==> config.mk <==
export PLATFORM = sky130hd
export DESIGN_NAME = multichannel_accumulator
export DESIGN_NICKNAME = d
export VERILOG_FILES = /design/src/rtl/multichannel_accumulator.sv
export SDC_FILE = /design/constraint.sdc
export NUM_CORES = 1
export LEC_CHECK = 0
export CELL_PAD_IN_SITES_DETAIL_PLACEMENT = 0
export CELL_PAD_IN_SITES_GLOBAL_PLACEMENT = 1
export CORE_MARGIN = 4
export CORE_UTILIZATION = 40
export DETAILED_ROUTE_END_ITERATION = 12
export DONT_BUFFER_PORTS = 1
export PLACE_DENSITY_LB_ADDON = 0.1
export SKIP_CTS_REPAIR_TIMING = 1
export SLEW_MARGIN = 20
export SYNTH_ARGS = -nofsm -noshare
export SYNTH_HDL_FRONTEND = slang
export SYNTH_SLANG_ARGS = --single-unit
==> constraint.sdc <==
create_clock -name clock -period 7.1 [get_ports clock]
set_input_delay 1.775 -clock clock [delete_from_list [all_inputs] [get_ports clock]]
set_output_delay 1.775 -clock clock [all_outputs]
set_load 0.01 [all_outputs]
==> src/rtl/multichannel_accumulator.sv <==
`default_nettype none
// ============================================================================
// Module   : multichannel_accumulator
// Purpose  : CHANNELS independent WIDTH-bit running sums with per-channel
//            sticky overflow, echo of every accepted sample, and a
//            read-and-clear dump of all channels in index order.
// Options  : MULTICHANNEL_ACCUMULATOR_SATURATE_EN - saturate instead of wrap.
// Revision : 1.0 - initial release
// ============================================================================
module multichannel_accumulator #(
  parameter int WIDTH    = 16,
  parameter int CHANNELS = 4,
  parameter int CH_W     = $clog2(CHANNELS)
) (
  input  logic                clock,
  input  logic                reset,
  input  logic                in_valid,
  input  logic [CH_W-1:0]     in_channel,
  input  logic [WIDTH-1:0]    in_data,
  output logic                in_ready,
  input  logic                dump_start,
  output logic                out_valid,
  output logic [CH_W-1:0]     out_channel,
  output logic [WIDTH-1:0]    out_data,
  output logic                out_last,
  output logic                out_dump,
  output logic [CHANNELS-1:0] overflow
);

  localparam logic [CH_W-1:0] C_LAST_IDX = CH_W'(CHANNELS - 1);
  localparam logic [CH_W:0]   C_NUM_CH   = (CH_W + 1)'(CHANNELS);

  typedef enum logic [0:0] {
    IDLE = 1'b0,
    DUMP = 1'b1
  } state_t;

  state_t              r_state;
  state_t              w_next_state;
  logic [CH_W-1:0]     r_idx;
  logic [WIDTH-1:0]    r_acc [CHANNELS];
  logic [CHANNELS-1:0] r_ovf;

  logic                r_out_valid;
  logic [CH_W-1:0]     r_out_channel;
  logic [WIDTH-1:0]    r_out_data;
  logic                r_out_last;
  logic                r_out_dump;

  logic                w_in_range;
  logic                w_accept;
  logic                w_dump_last;
  logic [WIDTH:0]      w_sum;
  logic                w_carry;
  logic [WIDTH-1:0]    w_new_acc;

  // Ready is forced low while reset is asserted so no sample can sneak in.
  assign in_ready    = (r_state == IDLE) && !reset;
  assign w_in_range  = ({1'b0, in_channel} < C_NUM_CH);
  assign w_accept    = in_valid && in_ready && w_in_range;
  assign w_dump_last = (r_state == DUMP) && (r_idx == C_LAST_IDX);

  assign w_sum   = {1'b0, r_acc[in_channel]} + {1'b0, in_data};
  assign w_carry = w_sum[WIDTH];

`ifdef MULTICHANNEL_ACCUMULATOR_SATURATE_EN
  assign w_new_acc = w_carry ? {WIDTH{1'b1}} : w_sum[WIDTH-1:0];
`else
  assign w_new_acc = w_sum[WIDTH-1:0];
`endif

  always_ff @(posedge clock) begin
    if (reset) begin
      r_state <= IDLE;
    end else begin
      r_state <= w_next_state;
    end
  end

  always_comb begin
    w_next_state = r_state;
    case (r_state)
      IDLE:    if (dump_start) w_next_state = DUMP;
      DUMP:    if (w_dump_last) w_next_state = IDLE;
      default: w_next_state = IDLE;
    endcase
  end

  // A sample accepted together with dump_start lands before dump beat 0 reads it.
  always_ff @(posedge clock) begin
    if (reset) begin
      r_idx         <= '0;
      r_ovf         <= '0;
      r_out_valid   <= 1'b0;
      r_out_channel <= '0;
      r_out_data    <= '0;
      r_out_last    <= 1'b0;
      r_out_dump    <= 1'b0;
      for (int c = 0; c < CHANNELS; c++) begin
        r_acc[c] <= '0;
      end
    end else begin
      r_out_valid <= 1'b0;
      r_out_last  <= 1'b0;
      r_out_dump  <= 1'b0;
      if (r_state == DUMP) begin
        r_out_valid   <= 1'b1;
        r_out_dump    <= 1'b1;
        r_out_last    <= w_dump_last;
        r_out_channel <= r_idx;
        r_out_data    <= r_acc[r_idx];
        r_acc[r_idx]  <= '0;
        r_ovf[r_idx]  <= 1'b0;
        r_idx         <= w_dump_last ? '0 : r_idx + CH_W'(1);
      end else if (w_accept) begin
        r_acc[in_channel] <= w_new_acc;
        if (w_carry) begin
          r_ovf[in_channel] <= 1'b1;
        end
        r_out_valid   <= 1'b1;
        r_out_channel <= in_channel;
        r_out_data    <= w_new_acc;
      end
    end
  end

  assign out_valid   = r_out_valid;
  assign out_channel = r_out_channel;
  assign out_data    = r_out_data;
  assign out_last    = r_out_last;
  assign out_dump    = r_out_dump;
  assign overflow    = r_ovf;

endmodule
`default_nettype wire

==> impl_results.md <==
* Cts bufs inserted at 9
* CTS Root Cell: clkbuf_16
* Die area at roughly 15000 sq um
* CTS tree: yes
* H-tree depth at 3
* Clk Latency, worst-skew pair at between 0.3 and 0.4 ns
* First-pass GRT wire length at between 20000 and 25000 microns
* Synthesized area per cell at around 11 sq um
* Post-Syn Area at between 5000 and 6000 sq um
* Fin crit period at 3.98 ns
* Core area at 12700 sq um
* Area contributors post-synth: edfxtp_1 37%, mux4_2 14%, dfxtp_1 11%
* Clk_skew at ~0.011 ns
* # DRC at 0
* Vias in the first global route at ~3.8k
* Worst setup path class: input port to flip-flop
* Distinct cell type count after synthesis at 60
* Overflow after GRT at 0
* Seq/Total Area, Yosys at 0.483
* Rows at between 40 and 50
* Worst slew pin tran at between 1 and 1.5 ns
* Cell area after layout at ~5600 sq um
* Max_cap viols at 0
* Setup-failing EPs final at 0
* Fin nets at 498
* Initial DRC Count at between 200 and 300
* Filler cell count at about 1.2k
* Post-synth EDFFs at 64
* Worst reg-to-reg path cell count at 4
* Ys Warns at 0
* Area after DPL at around 5300 sq um
* Die width at 122 microns
* Initial antenna violation count at 0
* Total track usage at 0.208
* Final antenna-violating net count at 0
* Max_slew headroom at 0.263
* Port buffer count at 0
* Mapped Nets at a little over 500
* Req. time, crit path at slightly above 7 ns
* RSZ-0062 raised after global routing: false
* Hold crit path type: flip-flop to flip-flop
* Worst Path Arrival at 4.07 ns
* Die height at 122 microns
* Ratio of final minimum period to clock period at 0.561
* Cells after synthesis at 468
* F_max at roughly 250 MHz
* Worst reg2reg startpoint: r_state
* Gpl congestion at around 0.84
* Worst Setup End Kind: flip-flop
* Wire per inst at roughly 24 microns
* Setup crit end: r_acc[1][14]
* Area share of the largest cell type after synthesis at 0.368
* Initial DRT Pass Iterations at 4
* Slew Viols, Final at 0
* Vias after detailed routing at between 3k and 4k
* Reg-to-Reg End: r_acc[2][9]
* Status: completed
* Cell taking the most area after synthesis: edfxtp_1
* Clock sinks at 94
* IO Pins at 48
* Worst setup path startpoint: in_channel[0]
* N_diodes at 0
* Synthesis-to-layout area growth at 7.90%
* Synth Register Bits at 94
* Ys async rst share at 0
* Maximum VDD drop at ~0.00016 V
* Leakage at 2.11 nW
* Crit start category: input port
* Pin count of the biggest net entering global routing at 35
* Flop2flop setup slack at approximately 3.8 ns
* Share of cells above drive strength 1 at 0.141
* Starting Density at 0.411
* CTS Buffer Depth at 2
* Post-DR vias/cell at between 5 and 6
* DP Wirelength at approximately 9800 microns
* CP max FO at 21
* Routed wire length at about 15000 microns
* Clock transition at the registers of the reported paths at approximately 0.070 ns
* TNS Setup at 0 ns
* Power per cell area at ~260 nW/um^2
* Worst hold start: r_idx[1]
* Final Hold Violating Endpoints at 0
* Post-synth top flop: edfxtp_1
[critical path: stages]
cell      delay (ns)
mux4_2          0.32
ha_1            0.17
inv_1           0.06
fa_1            0.37
nand2b_1        0.23
a21oi_4         0.24
o311a_1         0.24
o21bai_1        0.10
o311ai_2        0.44
nor2_1          0.11
[layout by cell type, fill, tap and decap left out, types with 2 or more instances in the layout]
cell type   netlist  final
a211oi_1          9      9
a21o_1            8      8
a21oi_1          32     32
a21oi_2           2      2
a31oi_1           2      2
a32oi_1           3      3
and2_1            4      4
and3_1            5      5
buf_4             1      3
clkbuf_16         0      9
clkinv_2          0      4
clkinvlp_4        0      2
dfxtp_1          30     30
edfxtp_1         64     64
ha_1             20     20
inv_1            21     21
mux2i_1           2      2
mux4_2           32     32
nand2_1          26     26
nand2b_1          7      7
nand3_1           6      6
nand3_2           2      2
nand4_1           3      3
nor2_1           84     84
nor3_1           15     15
o2111ai_1         2      2
o211ai_1          5      5
o21a_1            2      2
o21ai_0          13     13
o21ai_1           2      2
o21bai_1          2      2
o311ai_2          2      2
or3_1             5      5
or4_1             2      2
xnor2_1           5      5
[worst min-delay path by stage]
stage,endpoint,slack [ns],depth (start not counted)
finish,r_idx[1],0.54,2
floorplan,flip-flop,0.49,2
global route,flip-flop,0.59,2
global placement,flip-flop,0.51,2
CTS,r_idx[1],0.54,2
detailed placement,r_idx[1],0.53,2
[flip-flops by register name, indices dropped and copies added (netlist names), named ones only]
signal       count
out_data        16
r_acc           64
r_state          1
out_last         1
out_channel      2
out_valid        1
out_dump         1
overflow         4
r_idx            2
[cells by family (layout without fill, tap and decap cells)]
kind of cell	count (synthesis)	after routing	synth area share
compound gates	99	99	0.132
xor+xnor	6	6	0.0101
fa+ha+maj	21	21	0.0517
buf+inv	48	40	0.0371
flops	94	94	0.483
mux	34	34	0.142
simple gates	166	166	0.144
[per-layer routing]
metal | track usage | vias up | wire length, microns
li1 | - | 1734 | -
met1 | 0.253 | 1809 | 6070
met2 | 0.370 | 99 | 7710
met3 | 0.0364 | 21 | 849
met4 | 0.0784 | 0 | 251
met5 | 0 | - | 0
[cell usage after synthesis (2+ instances only)]
library cell,instances
nor2_1,84
edfxtp_1,64
a21oi_1,32
mux4_2,32
dfxtp_1,30
nand2_1,26
inv_1,21
ha_1,20
nor3_1,15
clkbuf_1,13
o21ai_0,13
a211oi_1,9
a21o_1,8
buf_2,7
nand2b_1,7
nand3_1,6
and3_1,5
buf_1,5
o211ai_1,5
or3_1,5
xnor2_1,5
and2_1,4
a32oi_1,3
nand4_1,3
a21oi_2,2
a31oi_1,2
mux2i_1,2
nand3_2,2
o2111ai_1,2
o21a_1,2
o21ai_1,2
o21bai_1,2
o311ai_2,2
or4_1,2
[through the flow]
step                       util  setup slack (ns)  power, W  hold WS [ns]  instances
after floorplan               -              2.62  0.000903         0.491        468
after global placement    0.420              2.82  0.000971         0.514        616
after detailed placement  0.420              2.78  0.000974         0.529        616
after CTS                 0.443              3.15   0.00146         0.539        632
after global routing      0.443              2.94   0.00151         0.590        632
final                     0.443              3.12   0.00145         0.540        632
[power by group]
group | total (W) | switching (W) | internal [W]
clock | 0.000489 | 0.000219 | 0.000271
combinational | 0.000286 | 0.000173 | 0.000113
sequential | 0.000675 | 0.0000380 | 0.000637
[layout make-up]
class	count	area (sq um)	area share
well taps	172	215	0.0382
clock buffers	9	225	0.0400
multi-input cells	326	2510	0.445
clock inverters	7	65.1	0.0115
flip-flops and latches	94	2520	0.448
repair buffers	3	22.5	0.00400
inverters	21	78.8	0.0140
(Power assumes the default switching activity.)
